**src/rtl/muldiv_pkg.sv**
```systemverilog
// Shared definitions for the RV32M multiply/divide unit: width, funct3 encodings, FSM states.
package muldiv_pkg;

  localparam int unsigned WIDTH = 32;

  // RV32M funct3 encodings
  typedef enum logic [2:0] {
    OpMul    = 3'b000,
    OpMulh   = 3'b001,
    OpMulhsu = 3'b010,
    OpMulhu  = 3'b011,
    OpDiv    = 3'b100,
    OpDivu   = 3'b101,
    OpRem    = 3'b110,
    OpRemu   = 3'b111
  } muldiv_op_e;

  typedef enum logic [1:0] {
    StIdle = 2'b00,
    StCalc = 2'b01,
    StDone = 2'b10
  } muldiv_state_e;

  // rs1 is treated as signed for these ops
  function automatic logic rs1_signed(muldiv_op_e op);
    return op inside {OpMul, OpMulh, OpMulhsu, OpDiv, OpRem};
  endfunction

  // rs2 is treated as signed for these ops
  function automatic logic rs2_signed(muldiv_op_e op);
    return op inside {OpMul, OpMulh, OpDiv, OpRem};
  endfunction

endpackage

```
**src/rtl/muldiv_unit.sv**
```systemverilog
// Iterative RV32M multiply/divide unit. One 64-bit accumulator serves both shift-add
// multiplication and restoring division on operand magnitudes; signs are reapplied in DONE.
module muldiv_unit #(
  parameter int unsigned WIDTH = muldiv_pkg::WIDTH
) (
  input  logic             clk_i,
  input  logic             rst_i,
  input  logic             start_i,
  input  logic [2:0]       op_i,
  input  logic [WIDTH-1:0] rs1_data_i,
  input  logic [WIDTH-1:0] rs2_data_i,
  input  logic [4:0]       rd_addr_i,
  output logic             busy_o,
  output logic             done_o,
  output logic [WIDTH-1:0] result_o,
  output logic [4:0]       rd_addr_o
);
  import muldiv_pkg::*;

  localparam int unsigned AccW = 2 * WIDTH;

  muldiv_state_e    state_q, state_d;
  logic [4:0]       cnt_q, cnt_d;
  muldiv_op_e       op_q, op_d;
  logic [4:0]       rd_q, rd_d;
  logic [AccW-1:0]  acc_q, acc_d;
  logic [WIDTH-1:0] opb_q, opb_d;
  logic             res_neg_q, res_neg_d;
  logic             rem_neg_q, rem_neg_d;
  logic [WIDTH-1:0] result_q, result_d;
  logic [4:0]       rd_out_q, rd_out_d;
  logic             done_q, done_d;

  muldiv_op_e       op_in;
  logic             a_neg, b_neg;
  logic [WIDTH-1:0] a_mag, b_mag;
  logic             div_zero, div_ovf;

  logic [WIDTH:0]   mul_sum;
  logic [AccW-1:0]  mul_step;
  logic [WIDTH:0]   div_diff;
  logic [AccW-1:0]  div_step;

  logic [AccW-1:0]  prod;
  logic [WIDTH-1:0] quot, rem, final_res;

  // Decode incoming request: magnitudes, result signs and the one-cycle special cases
  always_comb begin
    op_in    = muldiv_op_e'(op_i);
    a_neg    = rs1_signed(op_in) & rs1_data_i[WIDTH-1];
    b_neg    = rs2_signed(op_in) & rs2_data_i[WIDTH-1];
    a_mag    = a_neg ? -rs1_data_i : rs1_data_i;
    b_mag    = b_neg ? -rs2_data_i : rs2_data_i;
    div_zero = op_i[2] && (rs2_data_i == '0);
    // DIV/REM only (signed divide ops have funct3[0] clear)
    div_ovf  = op_i[2] && !op_i[0] && (rs1_data_i == {1'b1, {(WIDTH-1){1'b0}}})
               && (rs2_data_i == '1);
  end

  // One iteration of shift-add multiply or restoring divide on the accumulator
  always_comb begin
    mul_sum  = {1'b0, acc_q[AccW-1:WIDTH]} + {1'b0, opb_q};
    mul_step = acc_q[0] ? {mul_sum, acc_q[WIDTH-1:1]} : {1'b0, acc_q[AccW-1:1]};
    // Remainder stays below divisor, so the shifted-out top bit is always zero
    div_diff = {1'b0, acc_q[AccW-2:WIDTH-1]} - {1'b0, opb_q};
    div_step = div_diff[WIDTH] ? {acc_q[AccW-2:0], 1'b0}
                               : {div_diff[WIDTH-1:0], acc_q[WIDTH-2:0], 1'b1};
  end

  // Sign correction and result selection applied in DONE
  always_comb begin
    prod = res_neg_q ? -acc_q : acc_q;
    quot = res_neg_q ? -acc_q[WIDTH-1:0] : acc_q[WIDTH-1:0];
    rem  = rem_neg_q ? -acc_q[AccW-1:WIDTH] : acc_q[AccW-1:WIDTH];
    unique case (op_q)
      OpMul:                     final_res = prod[WIDTH-1:0];
      OpMulh, OpMulhsu, OpMulhu: final_res = prod[AccW-1:WIDTH];
      OpDiv, OpDivu:             final_res = quot;
      OpRem, OpRemu:             final_res = rem;
      default:                   final_res = quot;
    endcase
  end

  // FSM state register
  always_ff @(posedge clk_i or negedge rst_i) begin
    if (!rst_i) begin
      state_q <= StIdle;
    end else begin
      state_q <= state_d;
    end
  end

  // FSM next-state: special divides skip CALC entirely
  always_comb begin
    state_d = state_q;
    unique case (state_q)
      StIdle: begin
        if (start_i) state_d = (div_zero || div_ovf) ? StDone : StCalc;
      end
      StCalc: begin
        if (cnt_q == 5'd31) state_d = StDone;
      end
      StDone:  state_d = StIdle;
      default: state_d = StIdle;
    endcase
  end

  // FSM outputs
  always_comb begin
    busy_o = (state_q == StCalc) || (state_q == StDone);
  end

  // Datapath next-state
  always_comb begin
    cnt_d     = cnt_q;
    op_d      = op_q;
    rd_d      = rd_q;
    acc_d     = acc_q;
    opb_d     = opb_q;
    res_neg_d = res_neg_q;
    rem_neg_d = rem_neg_q;
    result_d  = result_q;
    rd_out_d  = rd_out_q;
    done_d    = 1'b0;
    unique case (state_q)
      StIdle: begin
        if (start_i) begin
          op_d  = op_in;
          rd_d  = rd_addr_i;
          cnt_d = '0;
          if (div_zero) begin
            // Final raw values: remainder = rs1 as-is, quotient all ones, no sign fix
            acc_d     = {rs1_data_i, {WIDTH{1'b1}}};
            opb_d     = '0;
            res_neg_d = 1'b0;
            rem_neg_d = 1'b0;
          end else if (div_ovf) begin
            acc_d     = {{WIDTH{1'b0}}, 1'b1, {(WIDTH-1){1'b0}}};
            opb_d     = '0;
            res_neg_d = 1'b0;
            rem_neg_d = 1'b0;
          end else begin
            acc_d     = {{WIDTH{1'b0}}, a_mag};
            opb_d     = b_mag;
            res_neg_d = a_neg ^ b_neg;
            rem_neg_d = a_neg;
          end
        end
      end
      StCalc: begin
        acc_d = op_q[2] ? div_step : mul_step;
        cnt_d = cnt_q + 5'd1;
      end
      StDone: begin
        result_d = final_res;
        rd_out_d = rd_q;
        done_d   = 1'b1;
      end
      default: ;
    endcase
  end

  // Datapath and output registers
  always_ff @(posedge clk_i or negedge rst_i) begin
    if (!rst_i) begin
      cnt_q     <= '0;
      op_q      <= OpMul;
      rd_q      <= '0;
      acc_q     <= '0;
      opb_q     <= '0;
      res_neg_q <= 1'b0;
      rem_neg_q <= 1'b0;
      result_q  <= '0;
      rd_out_q  <= '0;
      done_q    <= 1'b0;
    end else begin
      cnt_q     <= cnt_d;
      op_q      <= op_d;
      rd_q      <= rd_d;
      acc_q     <= acc_d;
      opb_q     <= opb_d;
      res_neg_q <= res_neg_d;
      rem_neg_q <= rem_neg_d;
      result_q  <= result_d;
      rd_out_q  <= rd_out_d;
      done_q    <= done_d;
    end
  end

  assign done_o    = done_q;
  assign result_o  = result_q;
  assign rd_addr_o = rd_out_q;

endmodule

```
**config.mk**
```make
export PLATFORM = sky130hd
export DESIGN_NAME = muldiv_unit
export DESIGN_NICKNAME = d
export VERILOG_FILES = /design/src/rtl/muldiv_pkg.sv /design/src/rtl/muldiv_unit.sv
export SDC_FILE = /design/constraint.sdc
export NUM_CORES = 1
export LEC_CHECK = 0
export ABC_AREA = 1
export CAP_MARGIN = 20
export CORE_AREA = 3 3 207 209
export CTS_BUF_LIST = sky130_fd_sc_hd__clkbuf_4 sky130_fd_sc_hd__clkbuf_8 sky130_fd_sc_hd__clkbuf_16
export DETAILED_ROUTE_END_ITERATION = 6
export DIE_AREA = 0 0 210 212
export SLEW_MARGIN = 10
export SYNTH_ARGS = -nofsm -noshare
export SYNTH_HDL_FRONTEND = slang
export SYNTH_SLANG_ARGS = --single-unit
```
**constraint.sdc**
```tcl
create_clock -name clk_i -period 2.84 [get_ports clk_i]
set_clock_uncertainty 0.05 [all_clocks]
set_input_delay 0.852 -clock clk_i [delete_from_list [all_inputs] [get_ports clk_i]]
set_output_delay 0.852 -clock clk_i [all_outputs]
set_load 0.1 [all_outputs]
```
==> results.cfg, run 1 <==
[run_status]
status = finished with violations
violations = DRC

[global_route]
grt_pass1_wl_mm = 130
grt_pass1_vias = 21716
overflow = 0
antenna_found_initial = 0
grt.total_usage_pct = 38.4
grt_max_degree = 95

[clock_network]
root_buffer = clkbuf_16
cts_hold_buf = 0
htree_levels = 4
cts_tree = yes
postCtsSetupBuffers = 0
insertion_delay_ns = 0.48
cts_num_sinks = 151
post_cts_resized = 0
cts_buffers = 17
clock_path_buffers = 2
path_clk_slew_ns = 0.07

[setup_path]
cp.arrival_ns = 3.13
critPathRequiredTime_ns = 3.21
cp_top_family = simple AND/OR/NAND/NOR gates
critPathKind = flop to flop
endpoint_kind = flop
cp_max_fo = 11
path_cells = inv_1, ha_1, nand2_1, nor2_1, nand2_1, nor2_1, nand2_1, nand2_1, nand2_2, inv_2, buf_6, nand3_1, nand3_1, nand2_1, nand2_1
cp.depth = 15
path_common_cell = nand2_1
max_stage_delay_ns = 0.44
start_kind = flop
cp.buffers_inverters = 3
ff2ff_path_depth = 15
cp_slowest_cell = dfrtp_1
r2r_slack_ns = 0.07

[sta]
finalCritPeriodShare_pct = 97.4
fmaxAchievable_mhz = 362
worstMarginPinSlew_ns = 0.783
setup_tns_ns = 0
setup_slack_ns = 0.0738
final-hold-violation-count = 0
slew_violations = 0
slew_headroom_pct = 47.8
rsz0062_at_grt = yes
final-setup-viol-count = 0
period_needed_ns = 2.77

[drt]
first_iter_violations = 3274
totalWireLength_mm = 86.5
drt_pass1_iterations = 7
drc = 7
final_antenna_net_count = 0
viasPerCell = 5.67
avgRoutedWirePerCell_um = 20.9
via_count = 23480

[power_and_ir_drop]
p_int_mw = 11.2
p_sw_mw = 17.5
p_total_mw = 28.7
irDropWorstVdd_uv = 1190
clkPwrFrac_pct = 8.1
combPwrFrac_pct = 76.6
netSwitchingFraction_pct = 61.1
p_leak_nw = 11.9
sequentialPowerShare_pct = 15.3
pwr_density_cell_mw_per_mm2 = 1270

[logic_synthesis]
synth_flop_cell = dfrtp_1
syn_area_sq_mm = 0.0184
post_synth_num_cell_types = 48
syn_nets = 3415
synth_enable_flop_cells = 0
synth_warnings = 0
yosysSeqAreaShare_pct = 20.5
yosys.area.top_type = nand2_1
postSynthCellCount = 3264
ys_top_cells_by_area = nand2_1 (23%), dfrtp_1 (21%), inv_1 (8.9%)
async_flop_share_pct = 100
synth_top_area_share_pct = 22.9
ys_seq_elements = 151
avgSynthCellArea_sq_um = 5.64

[placed_design]
dpl_worst_slack_ns = -0.172
hpwl_mm = 71.6
io_buffers = 113
placed_area_sq_mm = 0.0220
gp_congestion = 1.08

[cells_and_area]
postLayoutCellArea_sq_mm = 0.0226
final_common_cell = nand2_1
layout_common_cells = nand2_1 (1123), inv_1 (434), buf_4 (334), nor2_1 (314), nand3_1 (311)
num-nets-final = 3745
diodes = 0
area_delta_synth_final_pct = 23.1
drive_gt1_share_pct = 13.3

[floorplanning]
num_rows = 74
initial_utilization_pct = 44.8
floorplan.die.width_um = 210
dieArea_sq_mm = 0.0445
ios = 114
die_h_um = 212
core_sq_mm = 0.0410

[min_path]
hold_path.class = input pin to async pin

[run]
maxCapViolCount = 0
==> path summary, 6_finish.rpt <==
path,endpoint,startpoint
setup / recovery,acc_q[62],opb_q[29]
hold / removal,cnt_q[3],rst_i
setup reg to reg,acc_q[62],opb_q[29]
hold reg to reg,rd_addr_o[4],rd_addr_o[4]
max in group asynchronous,acc_q[33],rst_i
min in group clk_i,rd_addr_o[4],rd_addr_o[4]
==> cell type report <==
class | instances | area (sq um)
Fill cell | 4348 | 18400
Multi-Input combinational cell | 2552 | 12400
Tap cell | 532 | 666
Clock inverter | 13 | 140
Timing Repair Buffer | 421 | 3490
Inverter | 451 | 1700
Sequential cell | 151 | 3790
Clock buffer | 19 | 447
==> logic make-up after synthesis <==
| logic type | after synthesis | synth area share, % |
|---|---|---|
| compound gates | 452 | 13.2 |
| xor+xnor | 88 | 4.19 |
| buf+inv | 561 | 12.2 |
| fa+ha+maj | 76 | 5.25 |
| flops | 151 | 20.5 |
| simple gates | 1936 | 44.6 |
==> power by group through the flow <==
stage	Clock, mW	Combinational, mW	Sequential (mW)
CTS	2.35	21.3	4.30
global placement	0	21.0	4.31
detailed placement	0	21.2	4.33
finish	2.32	22.0	4.40
global route	2.43	23.7	4.45
floorplan	0	12.0	5.69
==> routing by layer <==
layer	GRT usage [%]	wire length [um]	share of wire, %
met5	0	0	0
met1	54.4	37000	43
met3	10.4	10800	12
met2	56.4	35300	41
met4	13.4	3490	4.0
==> state kept, by name (all words and copies together) (netlist names) <==
register   count
result_o      32
rd_q           5
res_neg_q      1
cnt_q          5
rem_neg_q      1
state_q        2
op_q           3
acc_q         64
opb_q         32
done_o         1
rd_addr_o      5
==> through the flow <==
step | instances | hold WS, ns | utilization, %
floorplan | 3264 | 0.398 | -
global placement | 4107 | 0.404 | 53.6
detailed placement | 4107 | 0.412 | 53.6
CTS | 4139 | 0.237 | 55.1
global route | 4139 | 0.242 | 55.2
finish | 4139 | 0.234 | 55.2
==> cells in the mapped netlist (3+ instances only) <==
library cell	number
buf_1	13
nor2_4	5
nor4_1	16
xnor2_1	18
o21bai_1	11
inv_1	436
dfrtp_1	151
a21oi_1	221
nand3_1	315
inv_2	11
buf_4	3
o21ai_0	157
nor3_2	6
nand3_2	7
nor2_2	13
clkbuf_8	3
nor2_1	316
buf_2	11
or2_2	23
xor2_1	70
nand3b_1	23
nand2_2	5
buf_6	10
ha_1	74
o211ai_1	22
o21ai_1	11
nand4_1	45
nor3_1	30
and3_1	3
a22oi_1	21
nand2_1	1124
clkbuf_1	69
(Power assumes the default switching activity.)
==> run 2, diff against run 1 <==
--- a/config.mk
+++ b/config.mk
@@ -11,7 +11,7 @@
 export CTS_BUF_LIST = sky130_fd_sc_hd__clkbuf_4 sky130_fd_sc_hd__clkbuf_8 sky130_fd_sc_hd__clkbuf_16
 export DETAILED_ROUTE_END_ITERATION = 6
 export DIE_AREA = 0 0 210 212
-export SLEW_MARGIN = 10
+export SLEW_MARGIN = 20
 export SYNTH_ARGS = -nofsm -noshare
 export SYNTH_HDL_FRONTEND = slang
 export SYNTH_SLANG_ARGS = --single-unit
==> results of run 2 <==
The final DEF is identical to that of run 1; final timing and power are the same.
